--- src/rtl/hit_detector_if.sv ---
// Purpose: groups the hit detector's frame/pixel inputs and status outputs into one bundle.
// Latency: none, wires only.
// Backpressure: none; every signal is sampled or driven every clk.
// Signals: startOfFrame, playerDR, obstacleDR, restart (towards the detector);
//          collision, livesLeft[3:0], invulnerable, gameOver (from the detector).
// Modports: master drives the inputs and observes status; slave is the detector side.
interface hit_detector_if;
  logic       startOfFrame;
  logic       playerDR;
  logic       obstacleDR;
  logic       restart;
  logic       collision;
  logic [3:0] livesLeft;
  logic       invulnerable;
  logic       gameOver;

  modport master (
    output startOfFrame, playerDR, obstacleDR, restart,
    input  collision, livesLeft, invulnerable, gameOver
  );

  modport slave (
    input  startOfFrame, playerDR, obstacleDR, restart,
    output collision, livesLeft, invulnerable, gameOver
  );
endinterface

--- src/rtl/hit_detector.sv ---
// Purpose: per-frame player/obstacle overlap arbiter with lives, cooldown and game-over tracking.
// Latency: overlap in frame N gives a one-clk collision pulse 1 clk after frame N+1's startOfFrame.
// Backpressure: none; inputs are consumed every clk and outputs are always valid.
// Ports: clk, resetN (async, active-low); bus (hit_detector_if.slave):
//   in  startOfFrame, playerDR, obstacleDR, restart (sync clear)
//   out collision, livesLeft[3:0], invulnerable, gameOver
// Optional build macro HIT_PIXEL_THRESHOLD_EN: replaces the 1-bit overlap flag by a
// saturating 12-bit overlap counter compared against PIXEL_THRESHOLD.
module hit_detector #(
  parameter int COOLDOWN_FRAMES = 30,
  parameter int MAX_LIVES       = 3,
  parameter int PIXEL_THRESHOLD = 8
) (
  input  logic           clk,
  input  logic           resetN,
  hit_detector_if.slave  bus
);

  typedef enum logic [1:0] {
    ST_ARMED    = 2'd0,
    ST_HIT      = 2'd1,
    ST_COOLDOWN = 2'd2,
    ST_GAMEOVER = 2'd3
  } state_e;

  localparam logic [3:0] LIVES_INIT = 4'(MAX_LIVES);
  localparam logic [7:0] COOL_INIT  = 8'(COOLDOWN_FRAMES);

  state_e     state_q, state_d;
  logic [3:0] lives_q, lives_d;
  logic [7:0] cool_q,  cool_d;

  logic overlap;
  logic sof;
  logic cool_done;
  logic accum_en;
  logic hit_pending;

  assign sof     = bus.startOfFrame;
  assign overlap = bus.playerDR & bus.obstacleDR;

  // The frame pulse that empties the cooldown counter also re-arms accumulation,
  // so an overlap on that very cycle already counts toward the new frame.
  assign cool_done = (state_q == ST_COOLDOWN) && sof && (cool_q <= 8'd1);
  assign accum_en  = (state_q == ST_ARMED) || cool_done;

`ifdef HIT_PIXEL_THRESHOLD_EN
  localparam logic [11:0] THRESH = 12'(PIXEL_THRESHOLD);

  logic [11:0] ovl_cnt_q, ovl_cnt_d;

  // Evaluation uses the count from before this cycle; the count restarts at
  // this cycle's overlap when a frame begins.
  assign hit_pending = (ovl_cnt_q >= THRESH);

  always_comb begin
    ovl_cnt_d = ovl_cnt_q;
    if (bus.restart) begin
      ovl_cnt_d = 12'd0;
    end else if (sof) begin
      ovl_cnt_d = {11'd0, accum_en & overlap};
    end else if (accum_en && overlap && (ovl_cnt_q != 12'hFFF)) begin
      ovl_cnt_d = ovl_cnt_q + 12'd1;
    end
  end

  always_ff @(posedge clk or negedge resetN) begin
    if (!resetN) begin
      ovl_cnt_q <= 12'd0;
    end else begin
      ovl_cnt_q <= ovl_cnt_d;
    end
  end
`else
  logic ovl_flag_q, ovl_flag_d;

  // Any overlapping pixel is a hit; legal thresholds are >= 1, so the
  // comparison below is constant-true and only documents the equivalence.
  assign hit_pending = ovl_flag_q && (PIXEL_THRESHOLD > 0);

  always_comb begin
    ovl_flag_d = ovl_flag_q;
    if (bus.restart) begin
      ovl_flag_d = 1'b0;
    end else if (sof) begin
      ovl_flag_d = accum_en & overlap;
    end else if (accum_en && overlap) begin
      ovl_flag_d = 1'b1;
    end
  end

  always_ff @(posedge clk or negedge resetN) begin
    if (!resetN) begin
      ovl_flag_q <= 1'b0;
    end else begin
      ovl_flag_q <= ovl_flag_d;
    end
  end
`endif

  // State register
  always_ff @(posedge clk or negedge resetN) begin
    if (!resetN) begin
      state_q <= ST_ARMED;
      lives_q <= LIVES_INIT;
      cool_q  <= 8'd0;
    end else begin
      state_q <= state_d;
      lives_q <= lives_d;
      cool_q  <= cool_d;
    end
  end

  // Next-state logic
  always_comb begin
    state_d = state_q;
    lives_d = lives_q;
    cool_d  = cool_q;
    if (bus.restart) begin
      state_d = ST_ARMED;
      lives_d = LIVES_INIT;
      cool_d  = 8'd0;
    end else begin
      case (state_q)
        ST_ARMED: begin
          if (sof && hit_pending && (lives_q != 4'd0)) begin
            state_d = ST_HIT;
            lives_d = lives_q - 4'd1;
          end
        end
        ST_HIT: begin
          // lives_q already holds the decremented count here.
          if (lives_q == 4'd0) begin
            state_d = ST_GAMEOVER;
          end else if (COOLDOWN_FRAMES == 0) begin
            state_d = ST_ARMED;
          end else begin
            state_d = ST_COOLDOWN;
            cool_d  = COOL_INIT;
          end
        end
        ST_COOLDOWN: begin
          if (cool_done) begin
            state_d = ST_ARMED;
            cool_d  = 8'd0;
          end else if (sof) begin
            cool_d = cool_q - 8'd1;
          end
        end
        ST_GAMEOVER: begin
          state_d = ST_GAMEOVER;
        end
        default: begin
          state_d = ST_ARMED;
        end
      endcase
    end
  end

  // Output logic
  always_comb begin
    bus.collision    = (state_q == ST_HIT);
    bus.invulnerable = (state_q == ST_COOLDOWN);
    bus.gameOver     = (state_q == ST_GAMEOVER);
    bus.livesLeft    = lives_q;
  end

endmodule

--- src/flat_wrapper.sv ---
// flat-port wrapper written by rule: the top's interface ports become plain ports
module hit_detector_flat 
#(
  parameter int COOLDOWN_FRAMES = 30,
  parameter int MAX_LIVES       = 3,
  parameter int PIXEL_THRESHOLD = 8
)
  (clk, resetN, bus_startOfFrame, bus_playerDR, bus_obstacleDR, bus_restart, bus_collision, bus_livesLeft, bus_invulnerable, bus_gameOver);
  hit_detector_if bus_i ();
  input  logic clk;
  input  logic resetN;
  input wire logic [$bits(bus_i.startOfFrame)-1:0] bus_startOfFrame;
  input wire logic [$bits(bus_i.playerDR)-1:0] bus_playerDR;
  input wire logic [$bits(bus_i.obstacleDR)-1:0] bus_obstacleDR;
  input wire logic [$bits(bus_i.restart)-1:0] bus_restart;
  output wire logic [$bits(bus_i.collision)-1:0] bus_collision;
  output wire logic [$bits(bus_i.livesLeft)-1:0] bus_livesLeft;
  output wire logic [$bits(bus_i.invulnerable)-1:0] bus_invulnerable;
  output wire logic [$bits(bus_i.gameOver)-1:0] bus_gameOver;
  assign bus_i.startOfFrame = bus_startOfFrame;
  assign bus_i.playerDR = bus_playerDR;
  assign bus_i.obstacleDR = bus_obstacleDR;
  assign bus_i.restart = bus_restart;
  assign bus_collision = bus_i.collision;
  assign bus_livesLeft = bus_i.livesLeft;
  assign bus_invulnerable = bus_i.invulnerable;
  assign bus_gameOver = bus_i.gameOver;
  hit_detector #(.COOLDOWN_FRAMES(COOLDOWN_FRAMES), .MAX_LIVES(MAX_LIVES), .PIXEL_THRESHOLD(PIXEL_THRESHOLD)) u_core (.clk(clk), .resetN(resetN), .bus(bus_i));
endmodule
--- config.mk ---
export PLATFORM = sky130hd
export DESIGN_NAME = hit_detector_flat
export DESIGN_NICKNAME = d
export VERILOG_FILES = /design/src/rtl/hit_detector_if.sv /design/src/rtl/hit_detector.sv /design/src/flat_wrapper.sv
export SDC_FILE = /design/constraint.sdc
export NUM_CORES = 1
export LEC_CHECK = 0
export ABC_AREA = 1
export CAP_MARGIN = 10
export CORE_AREA = 2 2 58 60
export CTS_BUF_LIST = sky130_fd_sc_hd__clkbuf_16
export CTS_CLUSTER_DIAMETER = 100
export DETAILED_ROUTE_END_ITERATION = 12
export DIE_AREA = 0 0 60 62
export GPL_ROUTABILITY_DRIVEN = 0
export PLACE_DENSITY = 0.62
export SYNTH_ARGS = -nofsm -noshare
export SYNTH_HDL_FRONTEND = slang
export SYNTH_SLANG_ARGS = --single-unit
--- constraint.sdc ---
create_clock -name clk -period 1.89 [get_ports clk]
set_input_delay 0.189 -clock clk [delete_from_list [all_inputs] [get_ports clk]]
set_output_delay 0.189 -clock clk [all_outputs]
set_load 0.02 [all_outputs]
======== Word level (Yosys, flattened, before mapping) ========
Cells that the tools add are included.
storage, ports and cells
  register bits ........................... 15
  latch bits .............................. 0
  bits in writable memories ............... 0
  bits in read-only memories .............. 0
  input port bits ......................... 6
  output and inout bits ................... 7
  word-level logic and storage cells ...... 48
  memories kept ........................... 0
operators by class
  $add $sub $neg .......................... 2
  multipliers ............................. 0
  div/mod/pow operators ................... 0
  magnitude comparators ................... 1
  eq/ne operators ......................... 7
  shift-type cells ........................ 0
  muxes and demuxes ....................... 16
  bitwise gates (word level) .............. 2
  reduce and logical (&&, ||, !) cells .... 16
operators with widths
  operator                                               number
  2-to-1 mux 8 bit                                       4
  one-hot mux 8 bit (2 select lines)                     1
  2-to-1 mux 4 bit                                       3
  <= comparator 8 x 1 -> 1 bit, second input constant    1
  one-hot mux 2 bit (4 select lines)                     1
  subtractor 8 x 1 -> 8 bit, second input constant       1
  2-to-1 mux 2 bit                                       3
  inequality test 3 bit, second input constant           2
  nonzero test 3 bit                                     2
  logical AND 1 bit                                      5
  == test 2 bit, second input constant                   2
  zero test 4 bit                                        1
  2-to-1 mux 1 bit                                       4
  inequality test 4 x 3 -> 1 bit, second input constant  1
  AND reduction 2 bit                                    2
  nonzero test 2 bit                                     2
  nonzero test 4 bit                                     1
  subtractor 4 x 1 -> 4 bit, second input constant       1
  inequality test 3 x 2 -> 1 bit, second input constant  1
  AND reduction 3 bit                                    1
  AND 1 bit                                              2
  == test 2 x 1 -> 1 bit, second input constant          1
  zero test 2 bit                                        1
  logical OR 1 bit                                       1

======== Depth between registers and ports, before layout ========
Gate-level depths: netlist of the first run.
  word-level depth ........................ 8
  mapped depth ............................ 9
  depth with buffers taken out ............ 9

======== Worst setup path after synthesis of the first run ========
No wires, ideal clock.
  path kind ............................... register to register
  start point ............................. reg u_core.lives_q[0], in the netlist u_core.bus.livesLeft[0]
  end point ............................... reg u_core.cool_q[0]
  library setup time ...................... 0.118 ns
  arrival time ............................ 1.379 ns
  data required time ...................... 1.772 ns
  slack ................................... 0.393 ns
  cell stages (with the launch flop) ...... 9
  buffers on the path ..................... 0
  period minus slack after synthesis ...... 1.497 ns
  cells stage by stage .................... dfstp_2 > inv_1 > ha_1 > nand2_2 > nand2_2 > nand2_4 > nand2_4 > nor2_1 > nor2_2
between the ends
  cells in the longest elaborated chain, start to end .. 3
ends and longest elaborated chain
  what                             line                 RTL
  start: declaration               hit_detector.sv:30   logic [3:0] lives_q, lives_d;
  start signal: assignment         hit_detector.sv:109  lives_q <= lives_d;
  zero test 4 bit                  hit_detector.sv:133  if (lives_q == 4'd0) begin
  inequality test 3 bit (no line)  --
  AND reduction 3 bit (no line)    --
  end signal: assignment           hit_detector.sv:110  cool_q <= cool_d;
  end: declaration                 hit_detector.sv:31   logic [7:0] cool_q, cool_d;
Every way passes these cells.
A chain may end at the register's enable or synchronous reset.

======== Final worst setup path of the first run ========
  start point ............................. reg u_core.state_q[1]
  end point ............................... out bus_invulnerable
between the ends
  cells in the longest elaborated chain, start to end .. 1
ends and longest elaborated chain
  what                      line                 RTL
  start: declaration        hit_detector.sv:29   state_e state_q, state_d;
  start signal: assignment  hit_detector.sv:108  state_q <= state_d;
  == test 2 bit             hit_detector.sv:163  bus.invulnerable = (state_q == ST_COOLDOWN);
  end: declaration          flat_wrapper.sv:18   output wire logic [$bits(bus_i.invulnerable)-1:0] bus_invulnerable;
Every way passes these cells.

==> results_dict.tcl, run 1 <==
set metrics [dict create \
    setup_viol 0 \
    firstDrtPassIters 4 \
    clockBufferDepth 2 \
    maxCapViolCount 0 \
    required_ns 1.70 \
    die_x_um 60 \
    synth_area_sq_um 1020 \
    grt_pass1_vias 942 \
    yosysTopAreaCell "dfrtp_1" \
    final_common_cell "nand2_1" \
    worstPathArrival_ns 1.61 \
    rsz0062_at_grt "false" \
    final_nets 173 \
    finalCritPeriodShare 0.954 \
    clkTransAtPathRegs_ns 0.05 \
    antenna_found_initial 0 \
    grt_overflow 0 \
    outcome "finished, final reports clean" \
    synth_warnings 0 \
    reg2reg_slack_ns 0.31 \
    holdBufCountCts 0 \
    leakage_uw 0.000648 \
    yosysSeqAreaShare 0.369 \
    r2r_cells 9 \
    tns_ns 0 \
    synth.top_cell.area_share 0.318 \
    placedCellCount 205 \
    cts_buffers 3 \
    tightest_slew_ns 0.406 \
    cellPowerDensity_nw_per_um2 1300 \
    path_class "flop to output pin" \
    cts.sinks 15 \
    finalNonFillerCells 209 \
    portBuffers 12 \
    cts_max_level 1 \
    vias 927 \
    max_freq_mhz 555 \
    irDropWorstVdd_mv 0.495 \
    place_hpwl_um 1700 \
    final_cell_mix "nand2_1 (45), nor2_1 (19), inv_1 (18)" \
    postCtsSetupBuffers 0 \
    viasPerCell 4.44 \
    detail_route.wl_per_cell_um 10.7 \
    synth_seq_cells 15 \
    relSlewSlack 0.729 \
    grt_usage 0.148 \
    initial_utilization 0.322 \
    hold_ws_ns 0.257 \
    cts_tree "built" \
    cts_resized 0 \
    drcViolationCount 0 \
    period_needed_ns 1.80 \
    die_h_um 62 \
    avgSynthCellArea_sq_um 6.96 \
    placementRows 21 \
    syn-num-nets 156 \
    slew_violations 0 \
    crit_path_end_kind "output pin" \
    core_sq_um 3180 \
    cp_max_fo 6 \
    reg2reg_from "u_core.cool_q[0]" \
    syn_to_final_growth_pct 25.4 \
    cts-root-buf "clkbuf_16" \
    routed_wl_um 2240 \
    start_kind "flop" \
    grt_pass1_wl_um 4020 \
    finalPower_uw 1670 \
    clkLatencyLatePin_ns 0.25 \
    drt_iter0_drc 74 \
    antenna_left 0 \
    r2r-end "u_core.cool_q[0]" \
    synth_cells 147 \
    antennaDiodeCount 0 \
    hold_viol 0 \
    io_pins 13 \
    hp-class "input pin to asynchronous set/reset pin" \
    nFillCells 343 \
    grt_max_degree 16 \
    dieArea_sq_um 3720 \
    skew_ns 0.00109 \
    layout-drive-gt1-share 0.166 \
    netlist_top_cells_area "dfrtp_1 (32%), nand2_1 (17%), nor2_1 (7.0%), inv_1 (6.6%), dfstp_2 (5.1%)" \
    ys_types 21 \
]
[sequential cells by signal (all words and copies together) (netlist names)]
register              cells
u_core.cool_q             8
u_core.bus.livesLeft      4
u_core.state_q            2
u_core.hit_pending        1
[how the worst max path moves through the flow]
stage | endpoint | slack [ns] | startpoint | depth (start not counted)
3_3_place_gp | u_core.cool_q[0] | 0.26 | bus_restart | 8
6_report | bus_invulnerable | 0.09 | u_core.state_q[1] | 3
4_1_cts | bus_invulnerable | 0.1 | u_core.state_q[1] | 3
2_1_floorplan | u_core.cool_q[0] | 0.39 | u_core.bus.livesLeft[0] | 8
3_5_place_dp | u_core.cool_q[0] | 0.22 | bus_restart | 8
5_1_grt | bus_invulnerable | 0.04 | u_core.state_q[1] | 3
[synthesized netlist by cell type (all sizes together)]
master and number:
o21ai 9, nand3 11, xor2 1, dfrtp 13
buf 1, dfstp 2, nand2 53, nor2 25
or2 1, inv 21, nand4 4, a21oi 3
ha 3
[worst max-delay path, cell delays in order (launching register included)]
cell and delay (ns):
dfrtp_1 0.48, inv_2 0.07, nor2_4 0.18, clkdlybuf4s50_1 0.64
[power by group]
part	internal (uW)	switching, uW	total (uW)
Combinational	277	465	741
Clock	283	137	420
Sequential	418	90.2	508
[layout make-up]
cell class              instances  area [sq um]  share of cell area
clock inverters                 1          5.00             0.00390
flip-flops and latches         15           378               0.294
clock buffers                   3          75.1              0.0585
inverters                      21          78.8              0.0614
well taps                      46          57.6              0.0448
multi-input cells             110           562               0.438
repair buffers                 13           128              0.0994
[cell families after synthesis]
logic type,synth area share
and+or+nand+nor,0.434
xor gates and xnor gates,0.00856
adders and majority gates,0.0367
buffers and inverters,0.0819
AOI/OAI and AO/OA,0.0697
DFF,0.369
[layer usage]
layer	vias up	track usage	routed length (um)
li1	488	-	-
met1	419	0.180	1070
met2	18	0.242	1060
met3	2	0.0435	90
met4	0	0.0667	24
met5	-	0	0
[metrics by stage]
stage / cell area (sq um) / worst slack (ns) / utilization
4_1_cts: 1280 / 0.0984 / 0.404
5_1_grt: 1280 / 0.0389 / 0.404
3_3_place_gp: 1200 / 0.265 / 0.379
2_1_floorplan: 1020 / 0.393 / -
3_5_place_dp: 1200 / 0.224 / 0.379
6_report: 1280 / 0.0867 / 0.404
No activity file was read; power rests on OpenSTA's default activity.
==> inputs of run 2 (changes only) <==
- CAP_MARGIN: 10 -> 20
==> results of run 2 <==
Same layout as run 1: the final DEF is identical, and so are final timing and power.
